===== src/rtl/motoro3_commutate.sv =====
// Six-step commutation and PWM generator for the motoro3 3-phase bridge.
// Owns step/sub-step timing, PWM period and duty, and commutation dead time.
module motoro3_commutate #(
  parameter logic [7:0] DEADTIME = 8'd8
) (
  input  logic        clk,
  input  logic        nRst,
  input  logic        m3c_enable,
  input  logic [24:0] m3r_stepCNT_speedSET,
  input  logic [7:0]  m3r_power_percent,
  input  logic [11:0] m3r_pwmLenWant,
  input  logic [11:0] m3r_pwmMinMask,
  input  logic [1:0]  m3r_stepSplitMax,
  output logic [2:0]  m3c_phase,
  output logic        m3c_stepStart,
  output logic [1:0]  m3c_subStep,
  output logic        m3c_pwmOn,
  output logic [2:0]  m3c_gateH,
  output logic [2:0]  m3c_gateL
);

  logic        en_q;
  logic [24:0] stepCnt_q, stepCnt_d, S_q, S_d;
  logic [2:0]  phase_q, phase_d;
  logic        ss_q, ss_d;
  logic [22:0] sub_q, sub_d;
  logic [1:0]  subStep_q, subStep_d, split_q, split_d;
  logic [11:0] perCnt_q, perCnt_d, L_q, L_d, On_q, On_d;
  logic        pwm_q, pwm_d;
  logic [7:0]  dead_q, dead_d;
  logic [2:0]  gateH_q, gateH_d, gateL_q, gateL_d;

  logic        rise, stepWrap, stepLoad, subWrap, perLoad;
  logic [11:0] lenEff, onEff;
  logic [22:0] qEff;
  logic [24:0] speedEff;
  logic [5:0]  tbl;

  // On-time with minimum pulse/gap masking: too short -> off, too close to L -> fully on.
  function automatic logic [11:0] duty_sat(input logic [11:0] len, input logic [7:0] pct,
                                           input logic [11:0] mask);
    logic [19:0] p;
    logic [11:0] on, hi;
    p  = {8'd0, len} * {12'd0, pct};
    on = 12'(p >> 8);
    if (on > len) on = len;
    hi = (mask >= len) ? 12'd0 : len - mask;
    if (on < mask)    duty_sat = 12'd0;
    else if (on > hi) duty_sat = len;
    else              duty_sat = on;
  endfunction

  // {high[2:0], low[2:0]} per phase, bits ordered {C,B,A}.
  function automatic logic [5:0] gate_tbl(input logic [2:0] ph);
    case (ph)
      3'd0:    gate_tbl = {3'b001, 3'b010};
      3'd1:    gate_tbl = {3'b001, 3'b100};
      3'd2:    gate_tbl = {3'b010, 3'b100};
      3'd3:    gate_tbl = {3'b010, 3'b001};
      3'd4:    gate_tbl = {3'b100, 3'b001};
      3'd5:    gate_tbl = {3'b100, 3'b010};
      default: gate_tbl = 6'd0;
    endcase
  endfunction

  assign lenEff   = (m3r_pwmLenWant < 12'd2) ? 12'd2 : m3r_pwmLenWant;
  assign onEff    = duty_sat(lenEff, m3r_power_percent, m3r_pwmMinMask);
  assign speedEff = (m3r_stepCNT_speedSET == 25'd0) ? 25'd1 : m3r_stepCNT_speedSET;
  assign qEff     = (S_q[24:2] == 23'd0) ? 23'd1 : S_q[24:2];
  assign tbl      = gate_tbl(phase_q);

  always_comb begin
    rise      = m3c_enable & ~en_q;
    stepWrap  = en_q & (stepCnt_q == S_q - 25'd1);
    stepLoad  = rise | stepWrap;
    subWrap   = (sub_q == qEff - 23'd1);
    perLoad   = rise | (en_q & (perCnt_q == L_q - 12'd1));
    stepCnt_d = 25'd0;
    S_d       = S_q;
    split_d   = split_q;
    phase_d   = 3'd0;
    ss_d      = 1'b0;
    sub_d     = 23'd0;
    subStep_d = 2'd0;
    perCnt_d  = 12'd0;
    L_d       = L_q;
    On_d      = On_q;
    pwm_d     = 1'b0;
    dead_d    = 8'd0;
    gateH_d   = 3'd0;
    gateL_d   = 3'd0;
    if (m3c_enable) begin
      stepCnt_d = stepLoad ? 25'd0 : stepCnt_q + 25'd1;
      S_d       = stepLoad ? speedEff : S_q;
      split_d   = stepLoad ? m3r_stepSplitMax : split_q;
      phase_d   = rise ? 3'd0 :
                  stepWrap ? ((phase_q == 3'd5) ? 3'd0 : phase_q + 3'd1) : phase_q;
      ss_d      = stepLoad;
      sub_d     = (stepLoad | subWrap) ? 23'd0 : sub_q + 23'd1;
      if (stepLoad)                             subStep_d = 2'd0;
      else if (subWrap && subStep_q < split_q)  subStep_d = subStep_q + 2'd1;
      else                                      subStep_d = subStep_q;
      perCnt_d  = perLoad ? 12'd0 : perCnt_q + 12'd1;
      L_d       = perLoad ? lenEff : L_q;
      On_d      = perLoad ? onEff : On_q;
      pwm_d     = ~rise & (perCnt_q < On_q);
      dead_d    = stepLoad ? DEADTIME : ((dead_q != 8'd0) ? dead_q - 8'd1 : 8'd0);
      // Gates blank from the step edge itself until dead time has drained.
      if (dead_d == 8'd0) begin
        gateH_d = pwm_q ? tbl[5:3] : 3'd0;
        gateL_d = tbl[2:0];
      end
    end
  end

  always_ff @(posedge clk or negedge nRst) begin
    if (!nRst) begin
      en_q      <= 1'b0;
      stepCnt_q <= 25'd0;
      S_q       <= 25'd1;
      split_q   <= 2'd0;
      phase_q   <= 3'd0;
      ss_q      <= 1'b0;
      sub_q     <= 23'd0;
      subStep_q <= 2'd0;
      perCnt_q  <= 12'd0;
      L_q       <= 12'd2;
      On_q      <= 12'd0;
      pwm_q     <= 1'b0;
      dead_q    <= 8'd0;
      gateH_q   <= 3'd0;
      gateL_q   <= 3'd0;
    end else begin
      en_q      <= m3c_enable;
      stepCnt_q <= stepCnt_d;
      S_q       <= S_d;
      split_q   <= split_d;
      phase_q   <= phase_d;
      ss_q      <= ss_d;
      sub_q     <= sub_d;
      subStep_q <= subStep_d;
      perCnt_q  <= perCnt_d;
      L_q       <= L_d;
      On_q      <= On_d;
      pwm_q     <= pwm_d;
      dead_q    <= dead_d;
      gateH_q   <= gateH_d;
      gateL_q   <= gateL_d;
    end
  end

  assign m3c_phase     = phase_q;
  assign m3c_stepStart = ss_q;
  assign m3c_subStep   = subStep_q;
  assign m3c_pwmOn     = pwm_q;
  assign m3c_gateH     = gateH_q;
  assign m3c_gateL     = gateL_q;

endmodule


===== config.mk =====
export PLATFORM = sky130hd
export DESIGN_NAME = motoro3_commutate
export DESIGN_NICKNAME = d
export VERILOG_FILES = /design/src/rtl/motoro3_commutate.sv
export SDC_FILE = /design/constraint.sdc
export NUM_CORES = 1
export LEC_CHECK = 0
export BUFFER_PORTS_ARGS = -buffer_cell sky130_fd_sc_hd__clkbuf_2
export CAP_MARGIN = 30
export CORE_MARGIN = 5
export CORE_UTILIZATION = 55
export CTS_CLUSTER_DIAMETER = 100
export DETAILED_ROUTE_END_ITERATION = 6
export PLACE_DENSITY = 0.76
export SYNTH_ARGS = -nofsm -noshare
export SYNTH_HDL_FRONTEND = slang
export SYNTH_SLANG_ARGS = --single-unit

===== constraint.sdc =====
create_clock -name clk -period 9.4 [get_ports clk]
set_clock_uncertainty 0.1 [all_clocks]
set_input_delay 0.94 -clock clk [delete_from_list [all_inputs] [get_ports clk]]
set_output_delay 0.94 -clock clk [all_outputs]
set_load 0.02 [all_outputs]

# ---- Yosys cells after proc, flatten, opt, wreduce, memory -nomap -nowiden
# Cells that the tools add are included.
dict set report word_totals {
  ram_bits 0
  out_inout_bits 13
  mem_bits_ro 0
  memories 0
  wordCells 91
  register_bits 133
  latchBits 0
  input_bits 62
}
dict set report classes {
  mul 1
  n_div 0
  n_reduce_logical 8
  n_lt_le_gt_ge 7
  bitwise_logic 9
  mux 31
  n_eq_ne 10
  n_addsub 10
  shifts 0
}
# operator count
set ops {}
lappend ops {{12-bit 2-to-1 mux} 7}
lappend ops {{25-bit 2-to-1 mux} 3}
lappend ops {{23-bit 2-to-1 mux} 3}
lappend ops {{6-bit case mux with 6 select lines} 1}
lappend ops {{3-bit 2-to-1 mux} 9}
lappend ops {{25-bit by 1-bit adder with 25-bit output, second input constant} 1}
lappend ops {{25-bit == test} 1}
lappend ops {{25-bit zero test} 1}
lappend ops {{25-bit by 1-bit subtractor with 25-bit output, second input constant} 1}
lappend ops {{12-bit greater-than comparator} 2}
lappend ops {{12-bit less-than comparator} 2}
lappend ops {{8-bit 2-to-1 mux} 3}
lappend ops {{23-bit by 1-bit adder with 23-bit output, second input constant} 1}
lappend ops {{23-bit == test} 1}
lappend ops {{23-bit zero test} 1}
lappend ops {{23-bit by 1-bit subtractor with 23-bit output, second input constant} 1}
lappend ops {{12-bit by 8-bit multiplier with 20-bit output} 1}
lappend ops {{12-bit by 1-bit adder with 12-bit output, second input constant} 1}
lappend ops {{12-bit == test} 1}
lappend ops {{12-bit greater-or-equal comparator} 1}
lappend ops {{12-bit by 2-bit less-than comparator with 1-bit output, second input constant} 1}
lappend ops {{12-bit by 1-bit subtractor with 12-bit output, second input constant} 1}
lappend ops {{12-bit subtractor} 1}
lappend ops {{8-bit zero test} 1}
lappend ops {{17 further kinds} 30}

# ---- Logic depth before layout (Yosys ltp)
# Gate-level depths: netlist of the first run.
dict set report depth {
  word_depth 8
  depth_mapped 38
  ltp_nobuf 35
}

# ---- Least setup slack after synthesis of the first run
# Ideal clock, no wire load.
dict set report synth_timing {
  path_kind {input to register}
  start {input m3r_pwmLenWant[5]}
  end {register On_q[10]}
  stages 34
  t_required_ps 9170
  arrival_ps 9735
  setup_time_ps 130
  path_buffers 2
  slack_ps -566
  path_cell_list {nor4_1 nand3_1 nand2b_1 clkbuf_1 nand2_1 fa_1 fa_1 inv_1 fa_1 fa_1 ha_1 a21o_1 a2111o_1 a22o_1 o31a_1 or2_2 o41ai_1 xnor2_1 ha_1 nand2_1 o211ai_1 o31ai_1 a21oi_1 clkbuf_1 mux2_2 ha_1 a21o_1 nand3_1 a21oi_1 a2111oi_0 nor2_1 nor2_1 mux2i_1 o21ai_0}
}
dict set report synth_between {
  elab_chain_len 8
  word_cells_on_any_way 12
  cone_classes {1 x add/sub; 1 x mul; 5 x order compare; 5 x mux}
}
# item line_no
set synth_rtl {}
lappend synth_rtl {{start: declaration} 11} ;# input logic [11:0] m3r_pwmLenWant,
lappend synth_rtl {{12-bit by 2-bit less-than comparator with 1-bit output *} 66} ;# assign lenEff = (m3r_pwmLenWant < 12'd2) ? 12'd2 : m3r_pwmLenWant;
lappend synth_rtl {{12-bit 2-to-1 mux *} 66}
lappend synth_rtl {{net lenEff[1]} 34} ;# logic [11:0] lenEff, onEff;
lappend synth_rtl {{12-bit by 8-bit multiplier with 20-bit output} 44} ;# p = {8'd0, len} * {12'd0, pct};
lappend synth_rtl {{12-bit greater-than comparator} 46} ;# if (on > len) on = len;
lappend synth_rtl {{12-bit 2-to-1 mux} 46}
lappend synth_rtl {{12-bit greater-than comparator} 49} ;# else if (on > hi) duty_sat = len;
lappend synth_rtl {{12-bit 2-to-1 mux} 49}
lappend synth_rtl {{12-bit 2-to-1 mux *} 48} ;# if (on < mask) duty_sat = 12'd0;
lappend synth_rtl {{end signal: assignment} 144} ;# On_q <= On_d;
lappend synth_rtl {{end: declaration} 28} ;# logic [11:0] perCnt_q, perCnt_d, L_q, L_d, On_q, On_d;
# The timed path passes the listed nets; every way through them passes the cells marked *.
# A chain may end at the register's enable or synchronous reset.

# ---- Final worst setup path of the first run
dict set report layout_timing {
  start {input m3r_pwmLenWant[7]}
  end {register On_q[5]}
}
dict set report layout_between {
  elab_chain_len 8
  word_cells_on_any_way 12
  cone_classes {1 x add/sub; 1 x mul; 5 x order compare; 5 x mux}
}
# item line_no
set layout_rtl {}
lappend layout_rtl {{12-bit by 2-bit less-than comparator with 1-bit output} 66}
lappend layout_rtl {{12-bit 2-to-1 mux *} 66}
lappend layout_rtl {{12-bit by 8-bit multiplier with 20-bit output} 44}
lappend layout_rtl {{12-bit greater-than comparator} 46}
lappend layout_rtl {{12-bit 2-to-1 mux} 46}
lappend layout_rtl {{12-bit greater-than comparator} 49}
lappend layout_rtl {{12-bit 2-to-1 mux} 49}
lappend layout_rtl {{12-bit 2-to-1 mux *} 48}
# Every way passes the cells marked *; elsewhere a longest branch is shown, timed or not.

==> out/summary.txt, run 1 <==
Nets = 1726
max frequency = 0.112 GHz
final hold vios = 0
CP max stage delay = 0.54 ns
Tightest Pin Transition = 0.837 ns
critical path depth = 34
share of layout cells above drive strength 1 = 14.2%
most frequent CP cell = fa_1
CTS clk-pin slew, worst paths = 0.06 ns
Crit Path Class = in2reg
gpl congestion = 0.948
Net Count, Synth = 1659
VDD IR-drop max = 0.204 mV
clock root buffer = clkbuf_16
Synth Cell Area = 12600 um2
dominant cell type by area after synthesis = dfrtp_1
syn_area_per_cell = 8.83 um2
DR DRC count = 0
std cell rows = 55
WL per Instance = 18.0 um
Critical Path AT = 9.18 ns
Num CTS Buffers = 17
initial core utilization = 55.8%
hpwl dp = 24600 um
Final Instance Area = 14100 um2
Crit-path slowest cell = fa_1
TritonCTS Sinks = 133
Gate Count Post-Synth = 1432
Max-Cap Viols = 0
run status = finished, final reports clean
Detailed Route WL = 32300 um
post-synthesis sequential area ratio = 26.3%
Async SR Flop Fraction = 100%
first-pass GRT wire length = 53200 um
Yosys top cell area share = 25.9%
grt ovf = 0
# fillers = 1931
Die Span X = 162 um
crit path capture type = register
YS warnings = 0
Total GRT Usage = 24.9%
Post-synth EDFFs = 0
CTS tree = yes
largest net degree at the start of global routing = 79
die area = 26100 um2
port bufs = 74
P_leak = 6.48 nW
hold crit path type = in2async
placed inst area = 13400 um2
Synth area leaders = dfrtp_1 (26%), ha_1 (10%), fa_1 (9.5%)
Routed Antenna Nets = 0
Slew Limit Fails = 0
core box area = 22600 um2
worst-path fanout max = 8
area grow syn2layout = 11.7%
leading cell type in the layout, fill and taps excluded = dfrtp_1
Setup Viol. Count Final = 0
hold slack = 0.356 ns
Synth cell types = 73
worst skew pair latency = 0.44 ns
critical path required time = 9.61 ns
fin util = 62.4%
diode count = 0
vias in the first global route = 10700
post-layout min period = 8.97 ns
number of H-tree levels = 4
initial antenna violation count = 0
Top Ports = 75
prevailing post-synth register cell = dfrtp_1
DR pass1 iterations = 5
Yosys reg bits = 133
die height = 162 um
fin crit share = 95.4%
most frequent cells in the layout = dfrtp_1 (131), nor2_1 (128), inv_1 (128), ha_1 (105), nand2_1 (86)
Hold-fix buffers, CTS = 0
CP startpoint kind = input pin
power density over the cells = 257 nW/um2
first-iteration detailed-routing DRC count = 761
WP buf/inv = 4
Max clock buf depth = 2
Slew HR = 44.0%
r2r worst-path depth = 13
drt via density = 5.89
via count = 10600
delay-heaviest family, CP = adder cells
[worst paths after layout]
path,startpoint,end,slack (ns)
max,m3r_pwmLenWant[7],On_q[5],0.43
max reg2reg,S_q[11],sub_q[10],4.45
min reg2reg,On_q[8],On_q[8],0.38
max in group asynchronous,nRst,L_q[1],7.84
min,nRst,S_q[11],0.36
min in group clk,On_q[8],On_q[8],0.38
[layer usage]
layer  share of wire, %  global-route usage, %
met5                  0                      0
met4                3.6                   9.57
met3                4.1                   3.27
met2                 50                   44.4
met1                 42                   30.7
[state kept, by name, indices dropped and copies added (netlist names), 2 cells and up]
name	cells
L_q	12
On_q	12
S_q	25
dead_q	8
m3c_gateH	3
m3c_gateL	3
m3c_phase	3
m3c_subStep	2
perCnt_q	12
split_q	2
stepCnt_q	25
sub_q	23
[per-stage QoR]
step                setup slack, ns  setup TNS (ns)  power, mW  cells
finish                        0.433               0       3.62   1797
global route                -0.0177         -0.0273       3.93   1797
CTS                           0.155               0       3.52   1790
detailed placement           -0.273           -2.77       2.84   1758
global placement            -0.0545          -0.315       2.78   1758
floorplan                    0.0143               0       2.22   1432
[where the power goes]
part           internal (mW)  leakage (nW)  total [mW]  switching (mW)
sequential             0.633          1.76       0.718          0.0846
clock                  0.375         0.286       0.662           0.286
combinational           1.05          4.43        2.24            1.19
total                   2.06          6.48        3.62            1.57
[cell families (layout without fill, tap and decap cells)]
| group | after synthesis | in the layout | synth area share, % |
|---|---|---|---|
| adders and majority gates | 165 | 165 | 19.9 |
| buffers and inverters | 204 | 284 | 6.40 |
| muxes | 51 | 51 | 4.39 |
| and+or+nand+nor | 551 | 551 | 23.4 |
| DFF | 133 | 133 | 26.3 |
| xor gates and xnor gates | 152 | 152 | 10.6 |
| AOI/OAI and AO/OA | 176 | 176 | 8.98 |
[cell type report]
| cell class | instances | area, um2 | share of cell area [%] |
|---|---|---|---|
| Multi-Input combinational cell | 1095 | 8580 | 60.7 |
| Sequential cell | 133 | 3330 | 23.6 |
| Timing Repair Buffer | 124 | 802 | 5.68 |
| Inverter | 128 | 480 | 3.40 |
| Clock buffer | 17 | 425 | 3.01 |
| Tap cell | 285 | 357 | 2.52 |
| Clock inverter | 15 | 155 | 1.10 |
[cell usage after synthesis (all sizes together), types with 12 or more instances]
| cell type | n |
|---|---|
| nand4 | 39 |
| or4 | 12 |
| a21oi | 47 |
| ha | 105 |
| nor2 | 130 |
| nor3 | 30 |
| inv | 128 |
| fa | 60 |
| nor2b | 15 |
| xnor2 | 82 |
| xor2 | 69 |
| o21ai | 42 |
| nand3 | 64 |
| nand2 | 86 |
| nor4 | 22 |
| and3 | 26 |
| mux2 | 36 |
| and2 | 78 |
| dfrtp | 131 |
| buf | 19 |
| clkbuf | 57 |
| mux2i | 15 |
[repair_timing]
item / CTS / global route
endpoints found under the setup margin: 0 / 12
resized for setup: 0 / 10
setup buffers: 0 / 5
Note: power is estimated with default switching activity, not from simulation.
==> inputs of run 2 (changes only) <==
--- a/config.mk
+++ b/config.mk
@@ -7,7 +7,7 @@
 export LEC_CHECK = 0
 export BUFFER_PORTS_ARGS = -buffer_cell sky130_fd_sc_hd__clkbuf_2
 export CAP_MARGIN = 30
-export CORE_MARGIN = 5
+export CORE_MARGIN = 2
 export CORE_UTILIZATION = 55
 export CTS_CLUSTER_DIAMETER = 100
 export DETAILED_ROUTE_END_ITERATION = 6
==> run 2 against run 1 <==
  * Combinational power about the same
  * Sequential cell count is the same
  * Critical path depth stayed put
  * Global-route usage increased by 1.5 points
  * Register-to-register slack got worse by 0.02 ns
==> out/summary.txt, run 2 (synthesized netlist as in run 1, its figures left out) <==
run status = finished, final reports clean
initial antenna violation count = 0 (unchanged)
TritonCTS Sinks = 133 (unchanged)
CP max stage delay = 0.55 ns (about the same)
CTS tree = yes
hold slack = 0.377 ns (+0.0215 ns)
clock share of power = 17.9% (-0.4 points)
Slew Limit Fails = 0 (unchanged)
first-iteration detailed-routing DRC count = 596 (-22%)
Final WS setup = 0.400 ns (-0.0322 ns)
number of H-tree levels = 4 (unchanged)
Seq pwr share = 20.2% (+0.4 points)
r2r setup slk = 4.43 ns (-0.02 ns)
largest net degree at the start of global routing = 74 (-6.3%)
VDD IR-drop max = 0.252 mV (+24%)
drt via density = 5.87 (-0.42%)
P_leak = 6.47 nW (-0.14%)
Slew HR = 38.3% (-5.7 points)
hold crit path type = reg2reg
final hold vios = 0 (unchanged)
Max clock buf depth = 2 (unchanged)
CP startpoint kind = input pin
Max-Cap Viols = 0 (unchanged)
setup TNS = 0 ns (unchanged)
Detailed Route WL = 31200 um (-3.6%)
power density over the cells = 253 nW/um2 (-1.4%)
die height = 156 um (-3.7%)
crit path capture type = register
clock root buffer = clkbuf_16
Reg area = 3330 um2 (unchanged)
Tightest Pin Transition = 0.917 ns (+0.0801 ns)
reg-to-reg critical path endpoint = m3c_subStep[1]
Internal = 2.03 mW (-1.4%)
Nets = 1724 (-0.12%)
diode count = 0 (unchanged)
std cell rows = 55 (unchanged)
max frequency = 0.111 GHz (-0.36%)
biggest regs = S_q x25, stepCnt_q x25, sub_q x23
logic gate share of total power = 61.8% (about the same)
Setup Viol. Count Final = 0 (unchanged)
worst-path fanout max = 8 (unchanged)
critical path required time = 9.60 ns (about the same)
Die Span X = 156 um (-3.7%)
delay-heaviest family, CP = adder cells
hold-critical path depth = 2
Reg2Reg Launch Point = S_q[10]
Switching Share = 43.1% (-0.088 points)
vias in the first global route = 10500 (-1.4%)
WL per Instance = 17.4 um (-3.5%)
Num CTS Buffers = 17 (unchanged)
Top Ports = 75 (unchanged)
Total GRT Usage = 26.4% (+1.5 points)
Routed Antenna Nets = 0 (unchanged)
r2r worst-path depth = 13 (unchanged)
gpl congestion = 0.958 (+1.0%)
fin crit share = 95.7% (+0.34 points)
CTS clk-pin slew, worst paths = 0.06 ns (about the same)
Worst Setup EP = On_q[9]
post-layout min period = 9.00 ns (+0.0322 ns)
Place WS = -0.304 ns (-0.0318 ns)
initial core utilization = 56.0% (+0.17 points)
footprint of the multi-input gates = 8610 um2 (+0.36%)
# fillers = 1934 (+0.16%)
die area = 24200 um2 (-7.3%)
first-pass GRT wire length = 51100 um (-4.0%)
DR pass1 iterations = 5 (unchanged)
P_sw = 1.54 mW (-1.7%)
port bufs = 74 (unchanged)
DR DRC count = 0 (unchanged)
most frequent cells in the layout = dfrtp_1 (131), nor2_1 (128), inv_1 (128), ha_1 (105), nand2_1 (86)
via count = 10500 (-0.53%)
worst skew pair latency = 0.43 ns (about the same)
critical path depth = 34 (unchanged)
area grow syn2layout = 11.5%
grt ovf = 0 (unchanged)
Crit Path Class = in2reg
hpwl dp = 23600 um (-3.7%)
CP startpoint = m3r_pwmLenWant[5]
WP buf/inv = 3 (-1)
leading cell type in the layout, fill and taps excluded = dfrtp_1
Crit-path slowest cell = fa_1
most frequent CP cell = fa_1
fin util = 62.5% (+0.091 points)
core box area = 22600 um2 (-0.30%)
share of layout cells above drive strength 1 = 14.4% (+0.15 points)
Critical Path AT = 9.20 ns (+0.02 ns)
-- run 2: changes by cell type in the layout (fill, tap and decap cells not counted), sizes merged --
cell / change
clkinvlp: -1
clkinv: +2
inv: -3
clkbuf: +3
bufinv: -1
buf: -2
-- run 2: how the worst min path moves through the flow --
stage	startpoint	endpoint
final	On_q[1]	On_q[1]
after global placement	On_q[1]	On_q[1]
after floorplan	On_q[11]	On_q[11]
after detailed placement	On_q[1]	On_q[1]
after CTS	On_q[1]	On_q[1]
after global routing	On_q[8]	On_q[8]
-- run 2: worst reg2reg max path, delay by kind of cell, from the launching register on --
kind                       cells  cell delay (ns)
and+or+nand+nor                7             2.79
AOI/OAI and AO/OA              4             0.95
DFF                            1             0.54
adders and majority gates      1             0.29
xor gates and xnor gates       1             0.18
-- run 2: routing by layer --
| layer | share of wire, % | vias up | track usage (%) |
|---|---|---|---|
| met5 | 0 | - | 0 |
| met4 | 3.6 | 0 | 11.2 |
| met3 | 4.2 | 86 | 3.58 |
| met2 | 50 | 317 | 47.1 |
| met1 | 42 | 5096 | 31.9 |
| li1 | - | 5038 | - |
-- run 2: timing repair --
item,in CTS,in global routing
hold buffers,0,0
endpoints found under the hold margin,0,0
resized for setup,0,16
setup buffers,0,1
setup endpoints to repair,0,12
-- run 2: power groups by stage --
stage	registers (mW)	logic [mW]	clock network (mW)
after global routing	0.731	2.47	0.670
final	0.722	2.21	0.639
after detailed placement	0.730	2.14	0
after CTS	0.720	2.16	0.648
after global placement	0.729	2.09	0
after floorplan	0.681	1.54	0
-- run 2: metrics by stage --
step | instances | power [mW] | cell area [um2]
3_5_place_dp | 1761 | 2.87 | 13400
5_1_grt | 1795 | 3.87 | 14100
3_3_place_gp | 1761 | 2.82 | 13400
4_1_cts | 1793 | 3.53 | 14000
2_1_floorplan | 1432 | 2.22 | 12700
6_report | 1795 | 3.57 | 14100
-- run 2: cell type report --
| class | instances | share of cell area, % |
|---|---|---|
| multi-input cells | 1095 | 61.0 |
| clock buffers | 20 | 3.31 |
| clock inverters | 12 | 0.745 |
| flip-flops and latches | 133 | 23.6 |
| inverters | 128 | 3.41 |
| well taps | 285 | 2.53 |
| repair buffers | 122 | 5.37 |
==> inputs of run 3 (changes only) <==
--- a/config.mk
+++ b/config.mk
@@ -9,6 +9,7 @@
 export CAP_MARGIN = 30
 export CORE_MARGIN = 2
 export CORE_UTILIZATION = 55
+export CTS_BUF_LIST = sky130_fd_sc_hd__clkbuf_2
 export CTS_CLUSTER_DIAMETER = 100
 export DETAILED_ROUTE_END_ITERATION = 6
 export PLACE_DENSITY = 0.76
==> run 3 against run 2 <==
  * Via count shrank 1.5%
  * First-iteration DRC count shrank 1.8%
  * Fmax grew 1.2%
  * Largest cell class unchanged
==> out/summary.txt, run 3 (synthesized netlist as in run 1, its figures left out) <==
via count = 10400 (-1.5%)
Crit Path Class = in2reg
CP startpoint kind = input pin
WP buf/inv = 4 (+1)
clock root buffer = clkbuf_2
Nets = 1724 (unchanged)
hold slack = 0.0568 ns (-0.320 ns)
most frequent cells in the layout = dfrtp_1 (131), nor2_1 (129), inv_1 (128), ha_1 (105), clkbuf_2 (90)
CTS tree = yes
most frequent CP cell = fa_1
placed inst area = 13400 um2 (unchanged)
fin crit share = 94.6% (-1.2 points)
DR DRC count = 0 (unchanged)
critical path required time = 9.93 ns (+0.33 ns)
Top Ports = 75 (unchanged)
delay-heaviest family, CP = compound AO/OA/AOI/OAI gates
final hold vios = 0 (unchanged)
Tightest Pin Transition = 0.997 ns (+0.0807 ns)
DR pass1 iterations = 5 (unchanged)
Max-Cap Viols = 0 (unchanged)
vias in the first global route = 10400 (-1.7%)
initial core utilization = 56.0% (unchanged)
WL per Instance = 16.9 um (-2.8%)
area grow syn2layout = 7.97%
worst skew pair latency = 0.73 ns (+0.30 ns)
fin util = 60.5% (-2.0 points)
Die Span X = 156 um (unchanged)
share of layout cells above drive strength 1 = 13.6% (-0.79 points)
power density over the cells = 236 nW/um2 (-6.7%)
setup TNS = 0 ns (unchanged)
footprint of the multi-input gates = 8540 um2 (-0.74%)
Routed Antenna Nets = 0 (unchanged)
drt via density = 5.78 (-1.5%)
hold crit path type = in2async
crit path capture type = register
die area = 24200 um2 (unchanged)
Critical Path AT = 9.42 ns (+0.22 ns)
P_leak = 6.28 nW (-2.8%)
port bufs = 74 (unchanged)
Setup Viol. Count Final = 0 (unchanged)
largest net degree at the start of global routing = 74 (unchanged)
Detailed Route WL = 30300 um (-2.7%)
post-layout min period = 8.89 ns (-0.109 ns)
CP max stage delay = 0.55 ns (about the same)
Slew HR = 33.5% (-4.8 points)
worst-path fanout max = 8 (unchanged)
biggest regs = S_q x25, stepCnt_q x25, sub_q x23
run status = finished, final reports clean
gpl congestion = 0.958 (unchanged)
max frequency = 0.112 GHz (+1.2%)
Max clock buf depth = 2 (unchanged)
die height = 156 um (unchanged)
VDD IR-drop max = 0.230 mV (-9.0%)
first-pass GRT wire length = 50100 um (-1.9%)
first-iteration detailed-routing DRC count = 585 (-1.8%)
leading cell type in the layout, fill and taps excluded = dfrtp_1
Num CTS Buffers = 17 (unchanged)
TritonCTS Sinks = 133 (unchanged)
Total GRT Usage = 25.8% (-0.55 points)
Hold-fix buffers, CTS = 0 (unchanged)
grt ovf = 0 (unchanged)
core box area = 22600 um2 (unchanged)
# fillers = 2018 (+4.3%)
std cell rows = 55 (unchanged)
Final Instance Area = 13700 um2 (-3.2%)
initial antenna violation count = 1 (+1)
Slew Limit Fails = 0 (unchanged)
Crit-path slowest cell = fa_1
hpwl dp = 23600 um (unchanged)
CTS clk-pin slew, worst paths = 0.23 ns (+0.17 ns)
Reg area = 3330 um2 (unchanged)
number of H-tree levels = 4 (unchanged)
run 3: final timing paths:
kind | from | endpoint | slack, ns | depth (start not counted)
max in group asynchronous | nRst | stepCnt_q[14] | 7.87 | 2
min in group clk | m3r_stepSplitMax[1] | split_q[1] | 0.33 | 2
hold reg to reg | On_q[1] | On_q[1] | 0.41 | 2
setup reg to reg | S_q[10] | m3c_subStep[0] | 4.46 | 12
hold / removal | nRst | sub_q[0] | 0.06 | 1
setup / recovery | m3r_pwmLenWant[5] | On_q[6] | 0.51 | 35
run 3: timing repair:
action | CTS | global route
setup endpoints to repair | 0 | 3
buffers inserted | 0 | 2
hold endpoints to repair | 0 | 0
gates resized for setup | 0 | 2
run 3: area by class of cell:
cell class	count	share of cell area, %
Tap cell	285	2.61
Multi-Input combinational cell	1095	62.6
Sequential cell	133	24.4
Clock buffer	17	0.623
Antenna cell	1	0.0183
Clock inverter	15	0.852
Timing Repair Buffer	122	5.40
Inverter	128	3.52
run 3: metrics by stage:
stage               total power, mW  worst slack, ns  instances
global route                   3.53         -0.00218       1796
CTS                            3.19            0.492       1793
floorplan                      2.22           0.0143       1432
finish                         3.22            0.509       1796
global placement               2.82          -0.0875       1761
detailed placement             2.87           -0.304       1761
run 3: worst register-to-register path, cell delays in order (launching register included):
cell and delay [ns]:
dfrtp_1 0.59, or4_4 0.62, nor2_1 0.70, a31oi_1 0.21, ha_1 0.29, nor3b_1 0.23
and3_1 0.32, a311oi_1 0.30, a31oi_1 0.07, a2111oi_0 0.35, nand4_1 0.39, or4_1 0.58
a21oi_1 0.15
run 3: metal layers:
layer | up-vias | track usage [%] | wire, um
li1 | 5031 | - | -
met2 | 285 | 46.2 | 15000
met4 | 0 | 10.2 | 1040
met5 | - | 0 | 0
met1 | 4989 | 31.5 | 13000
met3 | 76 | 3.42 | 1270
run 3: power breakdown:
group / internal (mW) / switching, mW / total [mW]
sequential: 0.633 / 0.0883 / 0.721
combinational: 1.04 / 1.15 / 2.19
clock: 0.0754 / 0.235 / 0.310
